File: config.mk
export PLATFORM = sky130hd
export DESIGN_NAME = uart_rx_frame
export DESIGN_NICKNAME = d
export VERILOG_FILES = /design/src/rtl/uart_rx_frame.sv
export SDC_FILE = /design/constraint.sdc
export NUM_CORES = 1
export LEC_CHECK = 0
export ABC_CLOCK_PERIOD_IN_PS = 2300
export BUFFER_PORTS_ARGS = -buffer_cell sky130_fd_sc_hd__clkbuf_2
export CAP_MARGIN = 15
export CORE_MARGIN = 3
export CORE_UTILIZATION = 42
export CTS_BUF_LIST = sky130_fd_sc_hd__clkbuf_8
export DETAILED_ROUTE_END_ITERATION = 6
export HOLD_SLACK_MARGIN = 0.03
export SLEW_MARGIN = 10
export SYNTH_ARGS = -nofsm -noshare
export SYNTH_HDL_FRONTEND = slang
export SYNTH_SLANG_ARGS = --single-unit
File: constraint.sdc
create_clock -name clk_sys -period 2.3 [get_ports clk_sys]
set_input_delay 0.46 -clock clk_sys [delete_from_list [all_inputs] [get_ports clk_sys]]
set_output_delay 0.46 -clock clk_sys [all_outputs]
set_load 0.01 [all_outputs]
File: src/rtl/uart_rx_frame.sv
// rtl/uart_rx_frame.sv - UART receiver: start/8 data MSB-first/even-XOR parity/stop, counters; UART_RX_MAJORITY_EN enables 3-sample voting
module uart_rx_frame #(
    parameter int BAUD_DIV = 868,
    parameter int HALF_DIV = BAUD_DIV / 2,
    parameter int CNT_W    = 16
) (
    input  logic             clk_sys,
    input  logic             rst_n,
    input  logic             uart_rx,
    output logic [7:0]       rx_data,
    output logic             rx_vld,
    output logic             rx_perr,
    output logic             rx_ferr,
    output logic             busy,
    output logic [CNT_W-1:0] frame_cnt,
    output logic [CNT_W-1:0] err_cnt
);

    localparam int CW = $clog2(BAUD_DIV);
    localparam logic [CW-1:0] HALF_LD = CW'(HALF_DIV - 1);
`ifdef UART_RX_MAJORITY_EN
    // The vote cycle after counter zero consumes one clock, so reload one less to keep bit spacing.
    localparam logic [CW-1:0] BIT_LD = CW'(BAUD_DIV - 2);
`else
    localparam logic [CW-1:0] BIT_LD = CW'(BAUD_DIV - 1);
`endif

    typedef enum logic [2:0] {IDLE, START, DATA, PARITY, STOP, WAIT_HI} state_t;

    state_t        state;
    logic          sync1, sync2, rx_s;
    logic [CW-1:0] cnt;
    logic [2:0]    bit_idx;
    logic [7:0]    shreg;
    logic          p_rx;
    logic          bit_tick, bit_val;
    logic          frame_perr, frame_ferr;

`ifdef UART_RX_MAJORITY_EN
    logic maj1, maj0, maj_ph;
    assign bit_tick = maj_ph;
    assign bit_val  = (maj1 & maj0) | (maj1 & rx_s) | (maj0 & rx_s);
`else
    assign bit_tick = (cnt == '0);
    assign bit_val  = rx_s;
`endif

    assign frame_perr = (p_rx != ^shreg);
    assign frame_ferr = ~bit_val;

    always_ff @(posedge clk_sys) begin
        if (!rst_n) begin
            sync1 <= 1'b1;
            sync2 <= 1'b1;
            rx_s  <= 1'b1;
        end else begin
            sync1 <= uart_rx;
            sync2 <= sync1;
            rx_s  <= sync2;
        end
    end

    always_ff @(posedge clk_sys) begin
        if (!rst_n) begin
            state     <= IDLE;
            cnt       <= '0;
            bit_idx   <= '0;
            shreg     <= '0;
            p_rx      <= 1'b0;
            rx_data   <= 8'h00;
            rx_vld    <= 1'b0;
            rx_perr   <= 1'b0;
            rx_ferr   <= 1'b0;
            busy      <= 1'b0;
            frame_cnt <= '0;
            err_cnt   <= '0;
`ifdef UART_RX_MAJORITY_EN
            maj1      <= 1'b1;
            maj0      <= 1'b1;
            maj_ph    <= 1'b0;
`endif
        end else begin
            rx_vld  <= 1'b0;
            rx_perr <= 1'b0;
            rx_ferr <= 1'b0;
            case (state)
                IDLE: begin
                    // sync2 low while rx_s high means rx_s falls on this edge.
                    if (!sync2 && rx_s) begin
                        cnt   <= HALF_LD;
                        state <= START;
                        busy  <= 1'b1;
                    end
                end
                WAIT_HI: begin
                    if (rx_s) begin
                        state <= IDLE;
                        busy  <= 1'b0;
                    end
                end
                default: begin
                    if (bit_tick) begin
                        cnt <= BIT_LD;
`ifdef UART_RX_MAJORITY_EN
                        maj_ph <= 1'b0;
`endif
                        case (state)
                            START: begin
                                if (bit_val) begin
                                    state <= IDLE;
                                    busy  <= 1'b0;
                                end else begin
                                    bit_idx <= '0;
                                    state   <= DATA;
                                end
                            end
                            DATA: begin
                                shreg   <= {shreg[6:0], bit_val};
                                bit_idx <= bit_idx + 3'd1;
                                if (bit_idx == 3'd7)
                                    state <= PARITY;
                            end
                            PARITY: begin
                                p_rx  <= bit_val;
                                state <= STOP;
                            end
                            STOP: begin
                                rx_data <= shreg;
                                rx_vld  <= 1'b1;
                                rx_perr <= frame_perr;
                                rx_ferr <= frame_ferr;
                                if (frame_perr || frame_ferr) begin
                                    if (err_cnt != '1)
                                        err_cnt <= err_cnt + 1'b1;
                                end else if (frame_cnt != '1) begin
                                    frame_cnt <= frame_cnt + 1'b1;
                                end
                                if (bit_val) begin
                                    state <= IDLE;
                                    busy  <= 1'b0;
                                end else begin
                                    state <= WAIT_HI;
                                end
                            end
                            default: begin
                                state <= IDLE;
                                busy  <= 1'b0;
                            end
                        endcase
                    end else begin
`ifdef UART_RX_MAJORITY_EN
                        if (cnt == CW'(1))
                            maj1 <= rx_s;
                        if (cnt == '0) begin
                            maj0   <= rx_s;
                            maj_ph <= 1'b1;
                        end else begin
                            cnt <= cnt - 1'b1;
                        end
`else
                        cnt <= cnt - 1'b1;
`endif
                    end
                end
            endcase
        end
    end

endmodule
# Word-level counts from Yosys, hierarchy flattened
# Cells that the tools add are included.
[totals] regBits=72
[op_classes] n_addsub=4 eq_ne=14 n_mux=19 n_bitwise=7 reduce_logical=22
[ops] cell="adder 16 x 1 -> 16 bit, second input constant" count=2
[ops] cell="inequality test 16 bit, second input constant" count=2
[ops] cell="2-to-1 mux 10 bit" count=2
[ops] cell="one-hot mux 10 bit (2 select lines)" count=1
[ops] cell="2-to-1 mux 3 bit" count=6
[ops] cell="one-hot mux 3 bit (2 select lines)" count=2
[ops] cell="one-hot mux 3 bit (4 select lines)" count=1
[ops] cell="AND reduction 3 bit" count=4
[ops] cell="logical NOT 10 bit" count=1
[ops] cell="AND reduction 5 bit" count=2
[ops] cell="subtractor 10 x 1 -> 10 bit, second input constant" count=1
[ops] cell="equality test 3 bit, second input constant" count=3
[ops] cell="AND reduction 4 bit" count=2
[ops] cell="XOR reduction 8 bit" count=1
[ops] cell="NOT 1 bit" count=7
[ops] cell="equality test 3 x 2 -> 1 bit, second input constant" count=2
[ops] cell="inequality test 2 bit, second input constant" count=3
[ops] cell="OR reduction 2 bit" count=3
[ops] cell="OR reduction 5 bit" count=1
[ops] cell="2-to-1 mux 1 bit" count=4
[ops] cell="inequality test 4 bit, second input constant" count=1
[ops] cell="one-hot mux 1 bit (2 select lines)" count=2
[ops] cell="OR reduction 4 bit" count=1
[ops] cell="adder 3 x 1 -> 3 bit, second input constant" count=1
[ops] cell="other kinds (11)" count=11

# Depth between registers and ports, before layout
[logic_depth] ltp_word=5 depth_mapped=9 ltp_nobuf=7

# Worst setup path after synthesis
# OpenSTA, ideal clock, no wires.
[synth_timing] path_kind="register to register" from="register cnt[0]" to="register frame_cnt[15]" setup_ps=72 arrival_ps=2104 required_ps=2228 slack_ps=125 path_stages_with_launch=9 path_buffers=1 path_cell_list="dfxtp_1 inv_1 ha_1 nor3b_2 and4_1 clkbuf_1 o2111ai_1 a211oi_1 mux2i_1"
[synth_between] elab_chain_len=2
[synth_lines] item="start: declaration" line="32" source="logic [CW-1:0] cnt;"
[synth_lines] item="start signal: assignment" line="161" source="cnt <= cnt - 1'b1;"
[synth_lines] item="logical NOT 10 bit" line="44" source="assign bit_tick = (cnt == '0);"
[synth_lines] item="AND reduction 5 bit (no source line)"
[synth_lines] item="end signal: assignment" line="136" source="frame_cnt <= frame_cnt + 1'b1;"
[synth_lines] item="end: declaration" line="15" source="output logic [CNT_W-1:0] frame_cnt,"
# Every way passes these cells.
# A chain may end at the register's enable or synchronous reset.

# Worst setup path in the final report
[layout_timing] from="register shreg[6]" to="register err_cnt[4]"
[layout_between] elab_chain_len=4
[layout_lines] item="start: declaration" line="34" source="logic [7:0] shreg;"
[layout_lines] item="start signal: assignment" line="118" source="shreg <= {shreg[6:0], bit_val};"
[layout_lines] item="XOR reduction 8 bit" line="48" source="assign frame_perr = (p_rx != ^shreg);"
[layout_lines] item="inequality test 1 bit" line="48"
[layout_lines] item="logical OR 1 bit" line="132" source="if (frame_perr || frame_ferr) begin"
[layout_lines] item="AND reduction 5 bit (no source line)"
[layout_lines] item="end signal: assignment" line="134" source="err_cnt <= err_cnt + 1'b1;"
[layout_lines] item="end: declaration" line="16" source="output logic [CNT_W-1:0] err_cnt"
# Every way passes these cells.

==> flow_summary.yaml <==
floorplanning:
  core_area_um2: 8300
  die_y_um: 98.7
  ioPinCount: 47
  die_x_um: 98.7
  die_area_um2: 9740
  rows: 33
  start_util_pct: 43.5
placed_design:
  post_dp_cell_area_um2: 4050
  gp_congestion: 0.804
  port_buffers: 46
  hpwl_mm: 6.07
pwr:
  seqPwrFrac_pct: 46.8
  p_int_uw: 2070
  p_sw_share_pct: 24.8
  powerDensity_nw_per_um2: 636
  clkPwrFrac_pct: 43.5
  ir_drop_mv: 0.296
  switching_power_uw: 682
  combPwrFrac_pct: 9.7
  p_leak_uw: 0.00160
worst_setup_path:
  cp.arrival_ns: 2.47
  crit_family: "XOR/XNOR gates"
  critPathSlowestCell: "xnor3_2"
  cp_data_required_time_ns: 2.58
  worstPathCellList: "xor2_1 > xnor3_2 > mux2_4 > or4_1 > a21oi_1"
  startpoint_type: "register"
  crit_path_max_fanout: 15
  crit_path_end_kind: "register"
  crit_buf_inv: 0
  path_class: "reg -> reg"
  cp_slowest_stage_delay_ns: 0.53
global_routing:
  met2_usage_pct: 28.1
  first_global_vias: 3019
  grt_overflow: 0
  track_usage_pct: 18.4
  use_met3_pct: 3.96
  grt_max_degree: 39
  gr-max-usage-layer: "met2"
  grt_pass1_wl_mm: 14.8
  antenna_found_initial: 0
  grt_util_met1_pct: 25.9
final_layout:
  area_growth_syn_to_layout_pct: 20.0
  postLayoutCellArea_um2: 4330
  multiInputGateArea_um2: 2050
  final_nets: 502
  fill_cells: 789
  seqCellArea_um2: 1440
  drive_above_1_share_pct: 20.0
  final_util_pct: 52.2
  diodes: 0
sta:
  tns_ns: 0
  setup_viol: 0
  finClkSkew_ns: 0.0104
  slew_viol_final: 0
  max-slew-margin-rel_pct: 50.3
  finalCritPeriodShare_pct: 95.4
  rsz0062_at_grt: "false"
  fmax_mhz: 456
  worst_pin_slew_ns: 0.742
  hold_violations: 0
  fin_crit_ns: 2.19
clocking:
  cts_tree: "yes"
  cts_made_buffers: 9
  clock_path_buffers: 2
  cts.hold.buffers_added: 0
  clock_latency_ns: 0.35
  cts-htree-levels: 3
  clock-root-buffer: "clkbuf_8"
  cts.sinks: 72
  clkTransAtPathRegs_ns: 0.08
yosys:
  syn_inst: 437
  syn_avg_cell_area_um2: 8.26
  synth_seq_cells: 72
  synth-edff-count: 0
  yosys_warnings: 0
  ys_seq_area_share_pct: 39.9
  synth_cell_type_count: 54
  synth_area_um2: 3610
  async_flop_share_pct: 0
  synth_ff_type: "dfxtp_1"
  syn_nets: 445
routing:
  ant_nets: 0
  drcViolationCount: 0
  via_per_inst: 5.74
  drtIter0Drc: 179
  wl_per_cell_um: 15.1
  wirelength_mm: 9.13
  first_pass_iters: 4
  dr_total_vias: 3465
flow_run:
  maxCapViolations: 0
min_path:
  hold_class: "in -> reg"
outcome:
  outcome: "finished, final reports clean"
## power groups by stage
stage          logic, uW  registers (uW)  clock network, uW
2_1_floorplan        174            1310                  0
3_3_place_gp         257            1320                  0
3_5_place_dp         258            1320                  0
4_1_cts              260            1290               1230
5_1_grt              297            1290               1280
6_report             267            1290               1200
## synth_stat cells (2+ instances only)
cell type | n | share of area (%)
dfxtp_1 | 72 | 40
nand2_1 | 54 | 5.6
a21oi_1 | 51 | 7.1
nor2_1 | 26 | 2.7
clkbuf_1 | 22 | 2.3
o21ai_0 | 18 | 2.5
o31ai_1 | 17 | 3.5
or4_1 | 17 | 3.5
nand3_1 | 13 | 1.8
nand4_1 | 13 | 2.3
mux2i_1 | 11 | 3.1
nand2b_1 | 10 | 1.7
nor4_1 | 10 | 1.7
inv_1 | 9 | 0.94
o21a_1 | 8 | 1.7
and3_1 | 7 | 1.2
nor3_1 | 7 | 0.97
and4_1 | 6 | 1.5
ha_1 | 5 | 1.7
o31a_1 | 5 | 1.2
or3_1 | 5 | 0.87
and2_1 | 4 | 0.69
xor2_1 | 4 | 0.97
a31oi_1 | 3 | 0.52
buf_2 | 3 | 0.42
or2_2 | 3 | 0.52
a211oi_1 | 2 | 0.42
a21boi_0 | 2 | 0.42
a22oi_1 | 2 | 0.42
o2111ai_1 | 2 | 0.49
o22ai_1 | 2 | 0.35
xnor2_1 | 2 | 0.49
## final timing paths
| check | startpoint | to | slack, ns | depth (start not counted) |
|---|---|---|---|---|
| worst min-delay path | uart_rx | sync1 | 0.30 | 2 |
| worst max-delay path | shreg[6] | err_cnt[4] | 0.11 | 5 |
| worst min register to register | sync1 | sync2 | 0.41 | 1 |
| worst max register to register | shreg[6] | err_cnt[4] | 0.11 | 5 |
## final cells by class
class,count,share of cell area (%)
Sequential cell,72,33.3
Inverter,9,0.780
Clock buffer,12,3.82
Multi-Input combinational cell,331,47.4
Tap cell,105,3.03
Clock inverter,4,1.71
Timing Repair Buffer,71,9.94
## state kept, by name, indices dropped and copies added, names as in the netlist, 3 cells and up
| register | flops |
|---|---|
| shreg | 8 |
| rx_data | 8 |
| frame_cnt | 16 |
| cnt | 10 |
| state | 3 |
| err_cnt | 16 |
| bit_idx | 3 |
## metal layers
layer	up-vias	part of all wire, %
met1	1654	48
li1	1737	-
met3	7	3.8
met5	-	0
met2	67	47
met4	0	1.0
## cell families (layout without fill, tap and decap cells)
group	count (synthesis)	after routing	share of synthesized area (%)
adder cells (fa/ha/maj)	6	6	2.01
flip-flops	72	72	39.9
XOR/XNOR	8	8	2.74
multiplexers	12	13	3.47
AO/OA/AOI/OAI	122	122	21.0
AND/OR/NAND/NOR	182	182	26.9
buffers and inverters	35	96	3.95
## metrics by stage
| stage | power [uW] | cells | setup WS, ns | hold slack, ns |
|---|---|---|---|---|
| floorplan | 1490 | 437 | 0.125 | 0.386 |
| global placement | 1570 | 586 | 0.121 | 0.395 |
| detailed placement | 1570 | 586 | 0.0698 | 0.397 |
| CTS | 2780 | 602 | 0.0565 | 0.284 |
| global route | 2870 | 604 | 0.0111 | 0.285 |
| finish | 2750 | 604 | 0.105 | 0.297 |
## placed cells by master, fill, tap and decap left out, drive strengths merged, types with 6 or more instances in the layout
master and count:
o31ai 17, mux2i 11, and4 6, nor2 26, inv 10, dfxtp 72, nor3 8, nand2b 10
nor4 10, and3 7, or4 17, buf 25, o21a 8, clkbuf 58, nand3 13, nand2 54
o21ai 19, nand4 13, a21oi 51
## timing repair
item                                   4_1_cts  5_1_grt
endpoints found under the hold margin        0        0
buffers inserted                             0        1
resized for setup                            0        7
setup endpoints to repair                    0       18
No activity file was read; power rests on OpenSTA's default activity.
